--- src/rtl/bo_datapath.sv ---
// Operative block (datapath) for the BC control FSM: operand X, accumulator S, result Hr, shared ALU.
// Define BO_SATURATE_EN to clamp overflowing results instead of wrapping modulo 2**WIDTH.
module bo_datapath #(
  parameter int WIDTH = 8,
  parameter int CNT_W = 8
) (
  input  logic             clk,
  input  logic             reset,
  input  logic [WIDTH-1:0] x_in,
  input  logic             LX,
  input  logic             LS,
  input  logic             LH,
  input  logic             H,
  input  logic [1:0]       M0,
  input  logic [1:0]       M1,
  input  logic [1:0]       M2,
  output logic [WIDTH-1:0] X_out,
  output logic [WIDTH-1:0] S_out,
  output logic [WIDTH-1:0] H_out,
  output logic             zero,
  output logic             ovf,
  output logic             h_valid,
  output logic [CNT_W-1:0] h_count
);

  logic [WIDTH-1:0]   r_x;
  logic [WIDTH-1:0]   r_s;
  logic [WIDTH-1:0]   r_h;
  logic               r_ovf;
  logic               r_hValid;
  logic [CNT_W-1:0]   r_hCount;

  logic [WIDTH-1:0]   w_opA;
  logic [WIDTH-1:0]   w_opB;
  logic [WIDTH:0]     w_sum;
  logic [2*WIDTH-1:0] w_prod;
  logic [WIDTH-1:0]   w_res;
  logic               w_aluOvf;
  logic               w_setOvf;

  always_comb begin
    w_opA = r_x;
    case (M0)
      2'd0: w_opA = r_x;
      2'd1: w_opA = r_s;
      2'd2: w_opA = r_h;
      2'd3: w_opA = {{(WIDTH-1){1'b0}}, 1'b1};
      default: w_opA = r_x;
    endcase
  end

  always_comb begin
    w_opB = r_x;
    case (M1)
      2'd0: w_opB = r_x;
      2'd1: w_opB = r_s;
      2'd2: w_opB = r_h;
      2'd3: w_opB = '0;
      default: w_opB = r_x;
    endcase
  end

  assign w_sum  = {1'b0, w_opA} + {1'b0, w_opB};
  assign w_prod = {{WIDTH{1'b0}}, w_opA} * {{WIDTH{1'b0}}, w_opB};

  // Overflow means the exact result does not fit in WIDTH unsigned bits.
  always_comb begin
    w_res    = w_opA;
    w_aluOvf = 1'b0;
    case (M2)
      2'd0: begin
        w_res    = w_sum[WIDTH-1:0];
        w_aluOvf = w_sum[WIDTH];
`ifdef BO_SATURATE_EN
        if (w_sum[WIDTH]) w_res = '1;
`endif
      end
      2'd1: begin
        w_res    = w_opA - w_opB;
        w_aluOvf = (w_opA < w_opB);
`ifdef BO_SATURATE_EN
        if (w_opA < w_opB) w_res = '0;
`endif
      end
      2'd2: begin
        w_res    = w_prod[WIDTH-1:0];
        w_aluOvf = |w_prod[2*WIDTH-1:WIDTH];
`ifdef BO_SATURATE_EN
        if (|w_prod[2*WIDTH-1:WIDTH]) w_res = '1;
`endif
      end
      2'd3: begin
        w_res    = w_opA;
        w_aluOvf = 1'b0;
      end
      default: begin
        w_res    = w_opA;
        w_aluOvf = 1'b0;
      end
    endcase
  end

  assign w_setOvf = w_aluOvf & (LS | (LH & H));

  // All loads share one edge and see pre-edge register values.
  always_ff @(posedge clk or posedge reset) begin
    if (reset) begin
      r_x      <= '0;
      r_s      <= '0;
      r_h      <= '0;
      r_ovf    <= 1'b0;
      r_hValid <= 1'b0;
      r_hCount <= '0;
    end else begin
      if (LX) r_x <= x_in;
      if (LS) r_s <= w_res;
      if (LH) begin
        r_h      <= H ? w_res : r_s;
        r_hCount <= r_hCount + 1'b1;
      end
      r_hValid <= LH;
      // A new overflow on the same edge as LX wins over the clear.
      if (w_setOvf)  r_ovf <= 1'b1;
      else if (LX)   r_ovf <= 1'b0;
    end
  end

  assign X_out   = r_x;
  assign S_out   = r_s;
  assign H_out   = r_h;
  assign zero    = (r_s == '0);
  assign ovf     = r_ovf;
  assign h_valid = r_hValid;
  assign h_count = r_hCount;

endmodule

--- config.mk ---
export PLATFORM = sky130hd
export DESIGN_NAME = bo_datapath
export DESIGN_NICKNAME = d
export VERILOG_FILES = /design/src/rtl/bo_datapath.sv
export SDC_FILE = /design/constraint.sdc
export NUM_CORES = 1
export LEC_CHECK = 0
export ABC_AREA = 1
export CAP_MARGIN = 30
export CORE_MARGIN = 2
export CORE_UTILIZATION = 44
export CTS_CLUSTER_SIZE = 28
export DETAILED_ROUTE_END_ITERATION = 12
export GPL_TIMING_DRIVEN = 0
export MAX_ROUTING_LAYER = met4
export PLACE_DENSITY = 0.62
export SETUP_SLACK_MARGIN = 0.2
export SLEW_MARGIN = 0
export SYNTH_ARGS = -nofsm -noshare
export SYNTH_HDL_FRONTEND = slang
export SYNTH_SLANG_ARGS = --single-unit
export TNS_END_PERCENT = 20
--- constraint.sdc ---
create_clock -name clk -period 13.95 [get_ports clk]
set_input_delay 2.79 -clock clk [delete_from_list [all_inputs] [get_ports clk]]
set_output_delay 2.79 -clock clk [all_outputs]
set_load 0.005 [all_outputs]
==> results list, run 1 <==
* Root Buffer Master: sky130_fd_sc_hd__clkbuf_8
* Relative max-transition margin: a little over two fifths
- Once layout is done, the placed cells without fillers occupy around 5700 um^2.
* Overall power after layout: between 1000 and 1500 uW
* Via count of the first global-routing pass: ~4500
- Clock power share: approximately 7.0%
- After synthesis, the largest area contributor takes up between 10% and 20% of total cell area.
- Endpoint kind of the worst setup timing path: flop
- The detail route stage leaves a number of antenna-violating nets equal to 0.
* Worst Max-Slew Pin Slew: around 0.85 ns
* Highest Clock Rate: 118 MHz
- Once routing completed, OpenROAD measured the worst setup slack at ~5.5 ns.
- Count of fill cells added during filler insertion: 1071
- The number of antenna diodes in the final layout is 0.
- Distinct cell type count after synthesis: 33
- The post-route netlist has ~3.1% of its cells at a drive strength greater than 1.
- The number of failing hold endpoints at the final stage was 0.
* CTS HTree Levels: 2
* Post-detailed-placement half-perimeter wirelength: between 10000 and 15000 um
- Mean area per synthesized cell: approximately 6.8 um^2
- Once the clock tree was built, the resizer swapped 0 gates to a different size.
* Largest net degree at the start of global routing: 23
* Number of primary I/O pins: 55
- The final layout contains 885 nets.
- After global routing the overflow that remains totals 0.
- DRC violation total after the first TritonRoute iteration: 458
* Total clock sinks: 34
- Post-synthesis cell area: between 4000 and 5000 um^2
- Reg power frac: 14.1%
* Highest fanout seen on the critical path: 9
- For this design the ratio of total power to cell area is around 190 nW/um^2.
- In this run switching power makes up a little over half of total power.
* Number of endpoints failing setup at the final stage: 0
- The first global-routing pass estimated 22500 um of wire.
* Antenna violations before repair: 0
- Result of the run: finished, final reports clean
* Hold Path Class: reg2reg
- The clock arrives with ~0.015 ns of skew.
- The number of setup buffers added after CTS is 0.
- Timing analysis after detailed placement gives a worst setup slack of ~5.3 ns.
- Global routing used roughly a quarter of the available tracks across all layers.
* Sequential area share after synthesis: approximately 18%
- Worst path arrival time: 8.65 ns
* CTS tree: yes
- Footprint of the multi-input gates: roughly 3400 um^2
- For the worst setup path, the data required time is 14.12 ns.
- Clk_lat worst skew: 0.29 ns
* Seq. cell area: between 800 and 900 um^2
* Total DRC errors in the routed layout: 0
* Number of I/O port buffers: 54
* Routability congestion estimate from global placement: a little under 1
- Setup TNS Final: 0 ns
- Floorplan core area: around 11000 um^2
- The final critical path takes up 60.8% of the cycle.
* Placed instance area: about 5600 um^2
- Hold repair after CTS inserted 0 buffers.
- Post-route minimum period: ~8.5 ns
- Post-Route WL: roughly 14000 um
- Num CTS Buffers: 5
- The longest clock path from root to sink contains 2 buffers.
* Synthesized netlist net count: approximately 800
- The routed layout has 4748 vias.
- Die area: about 12000 um^2
- For this run, asynchronously set or reset flops after synthesis account for 100%.
- Yosys mapped a number of flops with a built-in enable equal to 0.
- The worst setup path is launched from a primary input.
- The library cell used most frequently in the layout, excluding fill and tap cells, is sky130_fd_sc_hd__nand2_1.
- From synthesis to final layout, the design area changed by 17.4%.
- Number of iterations in the first detailed-routing pass: 5
- The initialized floorplan defines 38 standard-cell rows.
- CTS clk-pin slew, worst paths: roughly 0.070 ns
- The internal power of the cells totals 502 uW.
- Yosys warns: 0
- Chip Height: 109 um
- Most frequently used flop master after synthesis: sky130_fd_sc_hd__dfrtp_1
* Max-cap violations: 0
- The count of pins over their slew limit was 0.
- Worst hold-check slack: approximately 0.48 ns
* Kind of critical path: in2reg
* Leakage dissipation: around 0.0031 uW
* Post-synth top area cell: sky130_fd_sc_hd__dfrtp_1
- Post-Synthesis Cells: 711
- The die is roughly 110 um wide.
- Highest-count cells in the layout ignoring fill and taps: sky130_fd_sc_hd__nand2_1, sky130_fd_sc_hd__inv_1, sky130_fd_sc_hd__nor2_1
* Peak supply drop: around 0.11 mV
* Effective utilization at floorplan: around 45%
- Sw power: 595 uW
- Using the TritonRoute via totals, the vias-per-cell ratio works out to approximately 5.2.
- Top cells by area in the synthesized netlist: sky130_fd_sc_hd__dfrtp_1, sky130_fd_sc_hd__fa_1, sky130_fd_sc_hd__ha_1
- Synth Register Bits: 34
* Routed wire per std cell: 15.0 um
- RSZ-0062 raised after global routing: no
- Combinational logic is responsible for between 70% and 80% of the overall power.
final timing paths:
path | start | end | slack [ns] | depth (start not counted)
setup reg to reg | H_out[4]$_DFFE_PP0P_ | ovf$_DFFE_PP0P_ | 8.47 | 23
min in group asynchronous | reset | h_count[5]$_DFFE_PP0P_ | 2.88 | 2
hold reg to reg | h_count[7]$_DFFE_PP0P_ | h_count[7]$_DFFE_PP0P_ | 0.48 | 1
hold / removal | h_count[7]$_DFFE_PP0P_ | h_count[7]$_DFFE_PP0P_ | 0.48 | 1
setup / recovery | M1[0] | ovf$_DFFE_PP0P_ | 5.47 | 26
max in group asynchronous | reset | S_out[7]$_DFFE_PP0P_ | 10.55 | 3
sequential cells by signal, summed over array words and instances (netlist names):
name / cells
ovf: 1
h_valid: 1
S_out: 8
X_out: 8
H_out: 8
h_count: 8
cells in the mapped netlist (all sizes together) (3+ instances only):
library cell	n
a21oi	22
o21a	4
clkbuf	7
o211ai	3
xnor2	3
buf	3
xor2	9
nand3	31
inv	160
nand2	177
o21ai	68
or2	5
nor2	59
dfrtp	34
nand3b	5
nand4	13
ha	53
fa	38
critical path, cell delays in order:
cell                              delay [ns]
sky130_fd_sc_hd__clkdlybuf4s50_1        0.55
sky130_fd_sc_hd__nor2_1                 0.20
sky130_fd_sc_hd__clkinv_1               0.26
sky130_fd_sc_hd__o21ai_1                0.56
sky130_fd_sc_hd__inv_1                  0.23
sky130_fd_sc_hd__ha_1                   0.30
sky130_fd_sc_hd__fa_1                   0.58
sky130_fd_sc_hd__inv_1                  0.07
sky130_fd_sc_hd__fa_1                   0.53
sky130_fd_sc_hd__inv_1                  0.05
sky130_fd_sc_hd__fa_1                   0.47
sky130_fd_sc_hd__ha_1                   0.30
sky130_fd_sc_hd__ha_1                   0.37
sky130_fd_sc_hd__nand2_1                0.11
sky130_fd_sc_hd__nor2_1                 0.22
sky130_fd_sc_hd__nand3_1                0.17
sky130_fd_sc_hd__nand3_1                0.12
sky130_fd_sc_hd__nand2_1                0.05
sky130_fd_sc_hd__inv_1                  0.04
sky130_fd_sc_hd__nand2_1                0.04
sky130_fd_sc_hd__nor2_1                 0.11
sky130_fd_sc_hd__nand3_1                0.15
sky130_fd_sc_hd__nand2_1                0.14
sky130_fd_sc_hd__nand2_1                0.10
sky130_fd_sc_hd__nand2_1                0.09
sky130_fd_sc_hd__nand2_1                0.05
power by group through the flow:
stage          Clock (uW)  Combinational, uW  Sequential [uW]
2_1_floorplan           0                615              151
3_3_place_gp            0                840              156
3_5_place_dp            0                854              155
4_1_cts              78.4                861              155
5_1_grt              82.7                990              159
6_report             76.3                866              155
cell families after synthesis:
family / Yosys count / share of synthesized area [%]
xor+xnor: 12 / 2.17
fa+ha+maj: 91 / 29.4
flops: 34 / 17.6
buf+inv: 171 / 13.3
compound gates: 111 / 12.7
simple gates: 292 / 24.9
metrics by stage:
stage	utilization, %	instances
2_1_floorplan	-	711
3_3_place_gp	51.5	905
3_5_place_dp	51.9	907
4_1_cts	52.7	915
5_1_grt	52.7	915
6_report	52.7	915
layout make-up:
class,instances,share of cell area (%)
plain buffers,10,0.725
inverters,161,10.6
clock buffers,6,1.45
multi-input cells,506,58.9
repair buffers,56,10.1
flip-flops and latches,34,14.9
clock inverters,2,0.220
well taps,140,3.08
layer usage:
| metal | vias up | routed length (um) | part of all wire [%] | global-route usage (%) |
|---|---|---|---|---|
| met1 | 2207 | 6530 | 47 | 36.2 |
| met4 | 0 | 276 | 2.0 | 6.41 |
| met5 | - | 0 | 0 | - |
| met3 | 22 | 1020 | 7.4 | 4.12 |
| li1 | 2342 | - | - | - |
| met2 | 177 | 5940 | 43 | 36.5 |
(Power assumes the default switching activity.)
==> inputs of run 2 (changes only) <==
==> constraint.sdc (replaced) <==
create_clock -name clk -period 8.4 [get_ports clk]
set_input_delay 1.68 -clock clk [delete_from_list [all_inputs] [get_ports clk]]
set_output_delay 1.68 -clock clk [all_outputs]
set_load 0.005 [all_outputs]
==> results of run 2 <==
The final DEF is identical to that of run 1. Status: finished, final reports clean.
Among the figures that moved: setup slack after placement 5.35 ns -> 0.907 ns; setup slack after layout 5.47 ns -> 1.03 ns; register-to-register setup slack 8.47 ns -> 2.92 ns; total power 1100 uW -> 1820 uW; worst IR drop on VDD 0.112 mV -> 0.185 mV
==> inputs of run 3 (changes only) <==
--- a/config.mk
+++ b/config.mk
@@ -9,6 +9,7 @@
 export CAP_MARGIN = 30
 export CORE_MARGIN = 2
 export CORE_UTILIZATION = 44
+export CTS_CLUSTER_DIAMETER = 30
 export CTS_CLUSTER_SIZE = 28
 export DETAILED_ROUTE_END_ITERATION = 12
 export GPL_TIMING_DRIVEN = 0
==> results of run 3 <==
The final DEF is identical to that of run 1. Status: finished, final reports clean.
Among the figures that moved: setup slack after placement 5.35 ns -> 0.907 ns; setup slack after layout 5.47 ns -> 1.03 ns; register-to-register setup slack 8.47 ns -> 2.92 ns; total power 1100 uW -> 1820 uW; worst IR drop on VDD 0.112 mV -> 0.185 mV
